[src/rtl/uart_pkg.sv]
// rtl/uart_pkg.sv - shared UART constants, state types and baud divisor helper
package uart_pkg;

    localparam int   DATA_BITS   = 8;
    localparam logic START_LEVEL = 1'b0;
    localparam logic STOP_LEVEL  = 1'b1;

    typedef enum logic [1:0] {T_IDLE, T_START, T_DATA, T_STOP} tx_state_t;
    typedef enum logic [1:0] {R_IDLE, R_START, R_DATA, R_STOP} rx_state_t;

    // Rounded clock-cycles-per-bit
    function automatic int baud_div(input int clk_hz, input int baud);
        return (clk_hz + baud / 2) / baud;
    endfunction

endpackage

[src/rtl/uart_rx_fifo.sv]
// rtl/uart_rx_fifo.sv - small synchronous FIFO holding received bytes
module uart_rx_fifo #(
    parameter int AW = 2,
    parameter int DW = 8
) (
    input  logic          clk,
    input  logic          rst,
    input  logic          push,
    input  logic [DW-1:0] push_data,
    input  logic          pop,
    output logic [DW-1:0] head_data,
    output logic          full,
    output logic          empty
);

    localparam int DEPTH = 1 << AW;

    logic [DW-1:0] mem [DEPTH];
    logic [AW:0]   wr_ptr;
    logic [AW:0]   rd_ptr;
    logic          do_push;
    logic          do_pop;

    // Extra pointer bit tells full from empty once the indices wrap
    assign empty     = (wr_ptr == rd_ptr);
    assign full      = (wr_ptr[AW] != rd_ptr[AW]) && (wr_ptr[AW-1:0] == rd_ptr[AW-1:0]);
    assign do_pop    = pop & ~empty;
    assign do_push   = push & (~full | do_pop);
    assign head_data = empty ? '0 : mem[rd_ptr[AW-1:0]];

    always_ff @(posedge clk) begin
        if (rst) begin
            wr_ptr <= '0;
            rd_ptr <= '0;
        end else begin
            if (do_push) wr_ptr <= wr_ptr + (AW+1)'(1);
            if (do_pop)  rd_ptr <= rd_ptr + (AW+1)'(1);
        end
    end

    always_ff @(posedge clk) begin
        if (do_push) mem[wr_ptr[AW-1:0]] <= push_data;
    end

endmodule

[src/rtl/uart_com_port.sv]
// rtl/uart_com_port.sv - 8N1 serial endpoint behind the memory controller COM registers
module uart_com_port
    import uart_pkg::*;
#(
    parameter int CLK_HZ  = 50_000_000,
    parameter int BAUD    = 115200,
    parameter int FIFO_AW = 2
) (
    input  logic       clk,
    input  logic       rst,
    input  logic [7:0] tx_data,
    input  logic       tx_start,
    output logic       tx_ready,
    output logic [7:0] rx_data,
    output logic       rx_ready,
    input  logic       rx_ack,
    output logic       rx_overrun,
    output logic       rx_frame_err,
    input  logic       uart_rxd,
    output logic       uart_txd
);

    localparam int DIV  = baud_div(CLK_HZ, BAUD);
    localparam int CW   = $clog2(DIV) + 1;
    localparam int HALF = DIV / 2;

    localparam logic [CW-1:0] CNT_LAST = CW'(DIV - 1);
    localparam logic [CW-1:0] CNT_MID  = CW'(HALF - 1);
    localparam logic [2:0]    BIT_LAST = 3'(DATA_BITS - 1);

    tx_state_t     tx_state;
    logic [CW-1:0] tx_cnt;
    logic [2:0]    tx_bit;
    logic [7:0]    tx_shift;

    always_ff @(posedge clk) begin
        if (rst) begin
            tx_state <= T_IDLE;
            tx_cnt   <= '0;
            tx_bit   <= '0;
            tx_shift <= '0;
            tx_ready <= 1'b1;
            uart_txd <= STOP_LEVEL;
        end else begin
            case (tx_state)
                T_IDLE: begin
                    if (tx_start) begin
                        tx_shift <= tx_data;
                        tx_cnt   <= '0;
                        tx_ready <= 1'b0;
                        uart_txd <= START_LEVEL;
                        tx_state <= T_START;
                    end
                end
                T_START: begin
                    if (tx_cnt == CNT_LAST) begin
                        tx_cnt   <= '0;
                        tx_bit   <= '0;
                        uart_txd <= tx_shift[0];
                        tx_shift <= tx_shift >> 1;
                        tx_state <= T_DATA;
                    end else begin
                        tx_cnt <= tx_cnt + CW'(1);
                    end
                end
                T_DATA: begin
                    if (tx_cnt == CNT_LAST) begin
                        tx_cnt <= '0;
                        if (tx_bit == BIT_LAST) begin
                            uart_txd <= STOP_LEVEL;
                            tx_state <= T_STOP;
                        end else begin
                            tx_bit   <= tx_bit + 3'd1;
                            uart_txd <= tx_shift[0];
                            tx_shift <= tx_shift >> 1;
                        end
                    end else begin
                        tx_cnt <= tx_cnt + CW'(1);
                    end
                end
                T_STOP: begin
                    if (tx_cnt == CNT_LAST) begin
                        tx_cnt   <= '0;
                        tx_ready <= 1'b1;
                        tx_state <= T_IDLE;
                    end else begin
                        tx_cnt <= tx_cnt + CW'(1);
                    end
                end
                default: tx_state <= T_IDLE;
            endcase
        end
    end

    // Synchroniser plus one more flop for falling-edge detection
    logic rxd_meta, rxd_sync, rxd_prev;

    always_ff @(posedge clk) begin
        if (rst) begin
            rxd_meta <= 1'b1;
            rxd_sync <= 1'b1;
            rxd_prev <= 1'b1;
        end else begin
            rxd_meta <= uart_rxd;
            rxd_sync <= rxd_meta;
            rxd_prev <= rxd_sync;
        end
    end

    rx_state_t     rx_state;
    logic [CW-1:0] rx_cnt;
    logic [2:0]    rx_bit;
    logic [7:0]    rx_shift;
    logic          rx_push;

    always_ff @(posedge clk) begin
        if (rst) begin
            rx_state     <= R_IDLE;
            rx_cnt       <= '0;
            rx_bit       <= '0;
            rx_shift     <= '0;
            rx_push      <= 1'b0;
            rx_frame_err <= 1'b0;
        end else begin
            rx_push      <= 1'b0;
            rx_frame_err <= 1'b0;
            case (rx_state)
                R_IDLE: begin
                    if (rxd_prev && !rxd_sync) begin
                        rx_cnt   <= '0;
                        rx_state <= R_START;
                    end
                end
                R_START: begin
                    if (rx_cnt == CNT_MID) begin
                        rx_cnt   <= '0;
                        rx_bit   <= '0;
                        rx_state <= rxd_sync ? R_IDLE : R_DATA;
                    end else begin
                        rx_cnt <= rx_cnt + CW'(1);
                    end
                end
                R_DATA: begin
                    if (rx_cnt == CNT_LAST) begin
                        rx_cnt   <= '0;
                        rx_shift <= {rxd_sync, rx_shift[7:1]};
                        if (rx_bit == BIT_LAST) rx_state <= R_STOP;
                        else                    rx_bit   <= rx_bit + 3'd1;
                    end else begin
                        rx_cnt <= rx_cnt + CW'(1);
                    end
                end
                R_STOP: begin
                    // Leave mid stop bit so a back-to-back start edge is seen
                    if (rx_cnt == CNT_LAST) begin
                        rx_cnt <= '0;
                        if (rxd_sync == STOP_LEVEL) rx_push      <= 1'b1;
                        else                        rx_frame_err <= 1'b1;
                        rx_state <= R_IDLE;
                    end else begin
                        rx_cnt <= rx_cnt + CW'(1);
                    end
                end
                default: rx_state <= R_IDLE;
            endcase
        end
    end

    logic rx_ack_q;
    logic rx_pop;
    logic fifo_full;
    logic fifo_empty;

    assign rx_pop   = rx_ack & ~rx_ack_q;
    assign rx_ready = ~fifo_empty;

    always_ff @(posedge clk) begin
        if (rst) begin
            rx_ack_q   <= 1'b0;
            rx_overrun <= 1'b0;
        end else begin
            rx_ack_q <= rx_ack;
            if (rx_push && fifo_full && !rx_pop) rx_overrun <= 1'b1;
        end
    end

    uart_rx_fifo #(
        .AW (FIFO_AW),
        .DW (8)
    ) u_rx_fifo (
        .clk       (clk),
        .rst       (rst),
        .push      (rx_push),
        .push_data (rx_shift),
        .pop       (rx_pop),
        .head_data (rx_data),
        .full      (fifo_full),
        .empty     (fifo_empty)
    );

endmodule

[config.mk]
export PLATFORM = sky130hd
export DESIGN_NAME = uart_com_port
export DESIGN_NICKNAME = d
export VERILOG_FILES = /design/src/rtl/uart_pkg.sv /design/src/rtl/uart_rx_fifo.sv /design/src/rtl/uart_com_port.sv
export SDC_FILE = /design/constraint.sdc
export NUM_CORES = 1
export LEC_CHECK = 0
export CORE_ASPECT_RATIO = 0.8
export CORE_UTILIZATION = 60
export DETAILED_ROUTE_END_ITERATION = 8
export GPL_TIMING_DRIVEN = 0
export PLACE_DENSITY = 0.85
export SLEW_MARGIN = 20
export SYNTH_ARGS = -nofsm -noshare
export SYNTH_HDL_FRONTEND = slang
export SYNTH_SLANG_ARGS = --single-unit
export TNS_END_PERCENT = 5
[constraint.sdc]
create_clock -name clk -period 2.1 [get_ports clk]
set_input_delay 0.42 -clock clk [delete_from_list [all_inputs] [get_ports clk]]
set_output_delay 0.42 -clock clk [all_outputs]
set_load 0.02 [all_outputs]
==> results of run 1 <==
==> kinds of logic (layout without fill, tap and decap cells) <==
kind of cell,Yosys count,count (layout)
adder cells (fa/ha/maj),19,19
flip-flops,95,95
buffers and inverters,40,80
AO/OA/AOI/OAI,101,101
XOR/XNOR,12,12
AND/OR/NAND/NOR,167,167
multiplexers,20,20
==> layer usage <==
| metal | up-vias | routed length, um |
|---|---|---|
| li1 | 1748 | - |
| met1 | 1789 | 4500 |
| met2 | 119 | 4850 |
| met3 | 15 | 548 |
| met4 | 0 | 106 |
| met5 | - | 0 |
==> worst max path at each step <==
stage	start	to	slack (ns)	cells past startpoint
floorplan	tx_state[0]$_SDFFE_PP0P_	tx_bit[0]$_SDFFE_PP0P_	0.25	8
global placement	u_rx_fifo.wr_ptr[1]$_SDFFE_PP0P_	rx_data[1]	-0.42	4
detailed placement	u_rx_fifo.wr_ptr[0]$_SDFFE_PP0P_	rx_data[4]	-0.49	4
CTS	flip-flop	rx_data[7]	-0.009	4
global route	flip-flop	rx_data[3]	-0.05	4
finish	flip-flop	rx_data[7]	0.01	4
==> per-stage QoR <==
stage / TNS, ns / hold slack [ns]
floorplan: 0 / 0.389
global placement: -7.78 / 0.392
detailed placement: -10.06 / 0.407
CTS: -0.00891 / 0.434
global route: -0.244 / 0.456
finish: 0 / 0.432
==> registers in the layout (all words and copies together) (netlist names), 2 cells and up, named ones only <==
| name | flops |
|---|---|
| rx_cnt | 10 |
| u_rx_fifo.mem | 32 |
| rx_shift | 8 |
| tx_state | 2 |
| rx_bit | 3 |
| u_rx_fifo.rd_ptr | 3 |
| tx_shift | 8 |
| tx_bit | 3 |
| tx_cnt | 10 |
| u_rx_fifo.wr_ptr | 3 |
==> repair_timing <==
| action | 4_1_cts | 5_1_grt |
|---|---|---|
| endpoints found under the setup margin | 14 | 40 |
| pin swaps | 3 | 0 |
| buffers inserted | 1 | 0 |
| gates resized for setup | 53 | 15 |
==> area by class of cell <==
cell class	count	area share
buffer	23	0.0229
sequential	95	0.421
tap	105	0.0248
clock buffer	9	0.0233
inverter	16	0.0113
timing repair buffer	25	0.0403
clock inverter	7	0.0153
multi-input combinational	319	0.441
==> worst max-delay path: cells and delay by family, from the launching register on <==
kind                   cells  cell delay (ns)
multiplexers               1             0.51
flip-flops                 1             0.35
buffers and inverters      2             0.28
AND/OR/NAND/NOR            1             0.15
==> layout by cell type (no fill, tap or decap), types with 7 or more instances in the layout <==
master	instances
inv_1	16
buf_2	12
clkdlybuf4s50_1	15
a41oi_1	8
ha_1	18
edfxtp_1	32
dfxtp_1	54
nand2_1	44
and2_1	8
a31oi_1	7
clkbuf_8	9
nor2_1	20
dfxtp_2	8
nand4_1	7
a21oi_1	27
o21ai_0	22
nor3_1	13
mux2i_1	11
nor2b_1	15
mux4_2	8
clkbuf_1	12
nand3_1	25
==> power groups by stage <==
stage	logic, mW	clock network, mW	registers, mW
2_1_floorplan	0.997	0	2.15
3_3_place_gp	1.24	0	2.14
3_5_place_dp	1.30	0	2.15
4_1_cts	1.31	1.29	2.11
5_1_grt	1.46	1.36	2.14
6_report	1.35	1.28	2.12
==> results_dict.tcl, run 1 <==
set metrics [dict create \
    track_usage 0.262 \
    grt_pass1_vias 3422 \
    synth_top_area_share 0.272 \
    setup_viol_count_final 0 \
    num-fill-cells 544 \
    viasPerCell 6.13 \
    max_cap_viol_count 0 \
    ir_worst_vdd_mv 0.796 \
    top_usage_layer "met2" \
    synth.yosys.warnings 0 \
    grt_max_degree 19 \
    min_from "rxd_meta$_SDFF_PP1_" \
    fin_area_um2 5310 \
    rsz0062_at_grt "yes" \
    wire_per_inst_um 16.7 \
    die_y_um 80.6 \
    maxSlewViolCount 0 \
    critPathArrivalTime_ns 1.67 \
    die-area_um2 8080 \
    worstSkewPairLatency_ns 0.38 \
    crit_path_top_delay_cell "mux4_2" \
    holdPathEnd "rxd_sync$_SDFF_PP1_" \
    htreeDepth 3 \
    cp_data_required_time_ns 1.68 \
    max_freq_mhz 479 \
    powerDensity_nw_per_um2 894 \
    pwr-share-seq 0.446 \
    drt_iter0_drc 230 \
    drive_gt1_frac 0.154 \
    leakage_nw 1.80 \
    timing.rr.end "tx_shift[5]$_SDFFE_PP0P_" \
    path_cells "buf_12 > mux4_2 > nor2b_1 > buf_2" \
    synth_compound_area_frac 0.154 \
    cts-root-buf "clkbuf_8" \
    worst_setup_path_end_kind "output pin" \
    fp.dieW_um 100 \
    fin_skew_ns 0.0171 \
    placementRows 28 \
    tightest_slew_ns 0.933 \
    reg2reg_slack_ns 0.07 \
    crit_type "reg -> out" \
    use_met3 0.0592 \
    yosysTopAreaCell "dfxtp_1" \
    areaGrowthSynthToFinish_pct 14.6 \
    total_power_mw 4.74 \
    io_pins 26 \
    placed_cell_area_um2 5000 \
    synth_seq_cells 95 \
    outcome "finished clean" \
    clk_pin_slew_ns 0.10 \
    cts_tree "built" \
    multiInputGateArea_um2 2340 \
    hold_path_class "reg -> reg" \
    coreArea_um2 7430 \
    place_inst 583 \
    slowest_delay_ns 0.51 \
    seq_area_frac_synth 0.480 \
    synth_top_family_by_area "simple AND/OR/NAND/NOR gates" \
    synthMuxAreaShare 0.0651 \
    cts.hold.buffers_added 0 \
    synthSimpleGateAreaFrac 0.191 \
    synth_fa_ha_area_frac 0.0513 \
    gr-total-overflow 0 \
    regArea_um2 2240 \
    synthTopCellsByArea "dfxtp_1 (27%), edfxtp_1 (21%), ha_1 (5.1%), mux4_2 (3.9%), nand2_1 (3.6%)" \
    fin_crit_sh 0.995 \
    drt_wl_total_mm 10.0 \
    fin_cells 599 \
    vias 3671 \
    startpoint_type "flip-flop" \
    grt_antenna_before_repair 0 \
    slew_headroom 0.376 \
    drc_errors 0 \
    power_frac_clock 0.269 \
    cts_max_path_buffers 2 \
    use_met1 0.328 \
    initial_utilization 0.623 \
    synthCells 454 \
    p_switching_mw 1.61 \
    netlist_area_um2 4630 \
    cts_num_sinks 95 \
    cts_buffers 9 \
    power_frac_comb 0.284 \
    ys_async_sr_fraction 0 \
    post-dp-hpwl_mm 6.83 \
    grtUsageMet2 0.453 \
    syn-num-nets 486 \
    avgSynthCellArea_um2 10.2 \
    worstPathMaxFanout 8 \
    hold_viol 0 \
    switching_share 0.340 \
    grt_pass1_wl_mm 16.2 \
    synth_common_cells "dfxtp_1 (63), nand2_1 (44), edfxtp_1 (32)" \
    synth.distinct_cells 61 \
    io_buffers 24 \
    nets 521 \
    p_int_mw 3.13 \
    timing.rr.start "tx_cnt[1]$_SDFFE_PP0P_" \
    min_path_cells 1 \
    first_pass_iters 5 \
    synth.most_common_cell "dfxtp_1" \
    gp_congestion 0.871 \
    fin_crit_ns 2.09 \
    diodes 0 \
    finish.utilization 0.714 \
    synth-main-ff-cell "dfxtp_1" \
    setup_ws_ns 0.0104 \
    synth_xor_area_frac 0.0227 \
    r2r_cells 8 \
    dp_slack_ns -0.494 \
    drtAntennaViolNets 0 \
    synth_edf_count 32 \
]
Note: power is estimated with default switching activity, not from simulation.
==> run 2, diff against run 1 <==
--- a/config.mk
+++ b/config.mk
@@ -5,7 +5,7 @@
 export SDC_FILE = /design/constraint.sdc
 export NUM_CORES = 1
 export LEC_CHECK = 0
-export CORE_ASPECT_RATIO = 0.8
+export CORE_ASPECT_RATIO = 0.7
 export CORE_UTILIZATION = 60
 export DETAILED_ROUTE_END_ITERATION = 8
 export GPL_TIMING_DRIVEN = 0
==> run 2 against run 1 <==
Effect of this change:
- combinational power increased by 4%
- global-route usage rose by 1.5 points
- routed wire length is 4.9% higher
- register-to-register slack is essentially flat
- sequential share of layout area barely moved
- via count increased by 0.95%
- non-clock buffer count unchanged
- final area is 0.14% lower
- utilization grew 0.31 points
- clock-buffer cell count did not move
- power shrank 0.93%
- critical path type unchanged
==> results_dict.tcl, run 2 (synthesis gave the netlist of run 1 again) <==
set metrics [dict create \
    power_frac_comb 0.297 \
    dp_slack_ns -0.515 \
    fin_crit_ns 2.09 \
    grt_max_degree 20 \
    switching_share 0.355 \
    p_switching_mw 1.67 \
    final_common_cell "dfxtp_1" \
    grt_antenna_before_repair 0 \
    cts_max_path_buffers 2 \
    fin_crit_sh 0.993 \
    cts_buffers 9 \
    outcome "finished clean" \
    tightest_slew_ns 1.11 \
    leakage_nw 1.79 \
    coreArea_um2 7380 \
    cts_tree "built" \
    io_pins 26 \
    cp_data_required_time_ns 1.68 \
    hold_path_class "reg -> reg" \
    multiInputGateArea_um2 2350 \
    placementRows 26 \
    first_pass_iters 4 \
    maxSlewViolCount 0 \
    regArea_um2 2230 \
    areaGrowthSynthToFinish_pct 14.4 \
    crit_path_top_delay_cell "mux4_2" \
    track_usage 0.277 \
    io_buffers 24 \
    powerDensity_nw_per_um2 887 \
    drt_wl_total_mm 10.5 \
    cts_num_sinks 95 \
    max_cap_viol_count 0 \
    die-area_um2 8080 \
    slew_headroom 0.253 \
    path_cells "buf_12 > mux4_2 > nor2b_1 > buf_4" \
    pwr-share-seq 0.451 \
    drt_iter0_drc 279 \
    startpoint_type "flip-flop" \
    cts-root-buf "clkbuf_8" \
    grt_pass1_vias 3529 \
    largest_register_ff_count 32 \
    rsz0062_at_grt "yes" \
    fp.dieW_um 107 \
    worst_setup_path_end_kind "output pin" \
    fin_skew_ns 0.0137 \
    setup_ws_ns 0.0137 \
    drive_gt1_frac 0.158 \
    drc_errors 0 \
    viasPerCell 6.26 \
    p_int_mw 3.03 \
    cts.hold.buffers_added 0 \
    ir_worst_vdd_mv 0.760 \
    hold_viol 0 \
    drtAntennaViolNets 0 \
    htreeDepth 3 \
    gr-total-overflow 0 \
    crit_type "reg -> out" \
    wire_per_inst_um 17.7 \
    gp_congestion 0.921 \
    nets 521 \
    setup_viol_count_final 0 \
    num-fill-cells 526 \
    slowest_delay_ns 0.51 \
    die_y_um 75.5 \
    grt_pass1_wl_mm 17.0 \
    diodes 0 \
    post-dp-hpwl_mm 7.13 \
    finish.utilization 0.718 \
    layout.cells.most_common_list "dfxtp_1 (55), nand2_1 (44), edfxtp_1 (32)" \
    vias 3706 \
    worstPathMaxFanout 8 \
    power_frac_clock 0.251 \
    clk_pin_slew_ns 0.10 \
    max_freq_mhz 479 \
    initial_utilization 0.627 \
    worstSkewPairLatency_ns 0.37 \
    critPathArrivalTime_ns 1.67 \
]
run 2: cell count changes in the layout (fill, tap and decap cells not counted), moves of 2 or more:
| cell | before | now |
|---|---|---|
| clkinvlp_4 | 0 | 2 |
| o31ai_2 | 0 | 2 |
| o31ai_1 | 5 | 3 |
| inv_8 | 1 | 4 |
| inv_6 | 4 | 0 |
run 2: worst paths after layout:
path	from	slack, ns	depth (start not counted)	endpoint
worst min-delay path	rx_bit[1]$_SDFFE_PP0P_	0.47	2	rx_bit[1]$_SDFFE_PP0P_
worst min register to register	rx_bit[1]$_SDFFE_PP0P_	0.47	2	rx_bit[1]$_SDFFE_PP0P_
worst max-delay path	flip-flop	0.01	4	rx_data[7]
worst max register to register	tx_state[0]$_SDFFE_PP0P_	0.06	8	tx_bit[1]$_SDFFE_PP0P_
run 2: layout make-up:
| class | count | area share |
|---|---|---|
| Multi-Input combinational cell | 319 | 0.444 |
| Sequential cell | 95 | 0.421 |
| Timing Repair Buffer | 25 | 0.0409 |
| Clock buffer | 9 | 0.0234 |
| Tap cell | 98 | 0.0231 |
| Buffer | 23 | 0.0229 |
| Clock inverter | 7 | 0.0130 |
| Inverter | 16 | 0.0113 |
run 2: routing by layer:
layer | track usage | up-vias | wire, um
li1 | - | 1749 | -
met1 | 0.352 | 1781 | 4460
met3 | 0.0539 | 20 | 792
met2 | 0.479 | 156 | 5070
met4 | 0.111 | 0 | 167
met5 | 0 | - | 0
run 2: per-stage QoR:
| step | power, mW | cell area, um^2 | std cells | TNS [ns] | hold WS, ns |
|---|---|---|---|---|---|
| 2_1_floorplan | 3.14 | 4630 | 454 | 0 | 0.389 |
| 3_3_place_gp | 3.39 | 4990 | 576 | -7.58 | 0.438 |
| 3_5_place_dp | 3.47 | 4990 | 576 | -9.99 | 0.435 |
| 4_1_cts | 4.64 | 5240 | 592 | -0.00260 | 0.472 |
| 5_1_grt | 4.92 | 5300 | 592 | -0.353 | 0.480 |
| 6_report | 4.70 | 5300 | 592 | 0 | 0.465 |
run 2: power by group through the flow:
stage	Sequential, mW	Clock (mW)	Combinational, mW
final	2.12	1.18	1.40
after global routing	2.14	1.27	1.51
after CTS	2.11	1.20	1.33
after detailed placement	2.16	0	1.31
after global placement	2.14	0	1.25
after floorplan	2.15	0	0.997
run 2: repair_timing:
action                                  CTS  global route
pin swaps                                 2             1
gates resized for setup                  52            18
buffers inserted                          1             0
endpoints found under the setup margin   17            43
run 2: worst max-delay path, delay by kind of cell, from the launching register on:
family	cells	cell delay, ns
buffers and inverters	2	0.29
multiplexers	1	0.51
flip-flops	1	0.36
AND/OR/NAND/NOR	1	0.14
==> run 3, diff against run 2 <==
--- a/config.mk
+++ b/config.mk
@@ -9,7 +9,7 @@
 export CORE_UTILIZATION = 60
 export DETAILED_ROUTE_END_ITERATION = 8
 export GPL_TIMING_DRIVEN = 0
-export PLACE_DENSITY = 0.85
+export PLACE_DENSITY = 0.86
 export SLEW_MARGIN = 20
 export SYNTH_ARGS = -nofsm -noshare
 export SYNTH_HDL_FRONTEND = slang
==> run 3 against run 2 <==
Effect of this change:
- first-iteration DRC count decreased by 6.8%
- clock skew decreased by 0.0045 ns
- sequential share of layout area about the same
- utilization about the same
- clock power increased by 11%
- routed wire length decreased by 2.2%
- register-to-register slack got worse by 0.05 ns
- via count increased by 0.30%
- final area about the same
- sequential power about the same
==> results_dict.tcl, run 3 (synthesis gave the netlist of run 1 again) <==
set metrics [dict create \
    outcome "finished clean" \
    ir_worst_vdd_mv 0.608 \
    areaGrowthSynthToFinish_pct 14.4 \
    critPathArrivalTime_ns 2.38 \
    fin_cells 593 \
    io_pins 26 \
    diodes 0 \
    die_y_um 75.5 \
    cts.hold.buffers_added 0 \
    startpoint_type "flip-flop" \
    fin_crit_ns 2.09 \
    place_inst 576 \
    tns_ns 0 \
    cp_data_required_time_ns 2.39 \
    leakage_nw 1.81 \
    final_common_cell "dfxtp_1" \
    cts_tree "built" \
    fp.dieW_um 107 \
    hold_path_class "reg -> reg" \
    max_cap_viol_count 0 \
    wire_per_inst_um 17.3 \
    cts-root-buf "clkbuf_8" \
    viasPerCell 6.27 \
    nets 522 \
    track_usage 0.275 \
    placementRows 26 \
    finish.utilization 0.717 \
    layout.cells.most_common_list "dfxtp_1 (54), nand2_1 (44), edfxtp_1 (32)" \
    vias 3717 \
    maxSlewViolCount 0 \
    drt_wl_total_mm 10.3 \
    initial_utilization 0.627 \
    gr-total-overflow 0 \
    clk_pin_slew_ns 0.10 \
    slew_headroom 0.320 \
    worst_setup_path_end_kind "flip-flop" \
    hold_viol 0 \
    die-area_um2 8080 \
    drc_errors 0 \
    setup_viol_count_final 0 \
    fin_crit_sh 0.994 \
    multiInputGateArea_um2 2330 \
    fin_skew_ns 0.00921 \
    grt_antenna_before_repair 0 \
    worstSkewPairLatency_ns 0.37 \
    cts_buffers 9 \
    io_buffers 24 \
    rsz0062_at_grt "yes" \
    htreeDepth 3 \
    grt_max_degree 20 \
    powerDensity_nw_per_um2 906 \
    num-fill-cells 507 \
    regArea_um2 2230 \
    grt_pass1_wl_mm 16.8 \
    crit_type "reg -> reg" \
    drtAntennaViolNets 0 \
    coreArea_um2 7380 \
    grt_pass1_vias 3457 \
    gp_congestion 0.907 \
    largest_register_ff_count 32 \
    worstPathMaxFanout 7 \
    max_freq_mhz 479 \
    post-dp-hpwl_mm 6.89 \
    cts_num_sinks 95 \
    drive_gt1_frac 0.154 \
    first_pass_iters 4 \
    cts_max_path_buffers 2 \
    tightest_slew_ns 1.01 \
    drt_iter0_drc 260 \
]
==> run 3: cell types whose count changed in the layout (fill, tap and decap cells not counted), sizes merged <==
cell | before | now
bufinv | 0 | 1
clkinvlp | 2 | 0
inv | 20 | 21
buf | 18 | 19
==> run 3: stage by stage <==
step | hold WS, ns | setup WS (ns) | cell area (um^2) | power, mW
CTS | 0.448 | 0.00159 | 5270 | 4.76
global placement | 0.428 | -0.414 | 4990 | 3.39
floorplan | 0.389 | 0.249 | 4630 | 3.14
global route | 0.456 | -0.0704 | 5300 | 5.02
finish | 0.440 | 0.0118 | 5300 | 4.80
detailed placement | 0.413 | -0.557 | 4990 | 3.47
==> run 3: worst paths after layout <==
path / endpoint / from / slack, ns / cells after the start
worst min register to register: rxd_sync$_SDFF_PP1_ / rxd_meta$_SDFF_PP1_ / 0.44 / 1
worst max register to register: uart_txd$_SDFFE_PP1P_ / tx_cnt[1]$_SDFFE_PP0P_ / 0.01 / 7
worst min-delay path: rxd_sync$_SDFF_PP1_ / rxd_meta$_SDFF_PP1_ / 0.44 / 1
worst max-delay path: uart_txd$_SDFFE_PP1P_ / tx_cnt[1]$_SDFFE_PP0P_ / 0.01 / 7
==> run 3: critical path, cell delays in order, from the launching register on <==
cell	delay, ns
dfxtp_1	0.35
inv_1	0.06
ha_1	0.14
or3b_1	0.38
buf_6	0.16
o31ai_1	0.51
nand2b_1	0.14
a221oi_2	0.25
==> run 3: cell type report <==
| cell class | instances | share of cell area |
|---|---|---|
| Clock buffer | 9 | 0.0234 |
| Multi-Input combinational cell | 319 | 0.440 |
| Tap cell | 98 | 0.0232 |
| Inverter | 16 | 0.0113 |
| Sequential cell | 95 | 0.422 |
| Timing Repair Buffer | 26 | 0.0413 |
| Buffer | 23 | 0.0217 |
| Clock inverter | 7 | 0.0175 |
==> run 3: what timing repair did <==
action,4_1_cts,5_1_grt
setup endpoints to repair,20,46
buffers inserted,2,0
cloned,0,0
pin swaps,3,0
resized for setup,53,11
==> run 3: layer usage <==
| layer | global-route usage | part of all wire | vias up |
|---|---|---|---|
| met5 | 0.0119 | 0 | - |
| met4 | 0.0822 | 0.0099 | 0 |
| met3 | 0.0778 | 0.066 | 12 |
| met2 | 0.461 | 0.48 | 144 |
| met1 | 0.352 | 0.44 | 1804 |
| li1 | - | - | 1757 |
==> run 3: power breakdown <==
part           internal [mW]  switching, mW  leakage [nW]  total (mW)
registers               2.02          0.104         0.812        2.12
clock network          0.590          0.718         0.112        1.31
logic                  0.538          0.829         0.882        1.37
total                   3.15           1.65          1.81        4.80
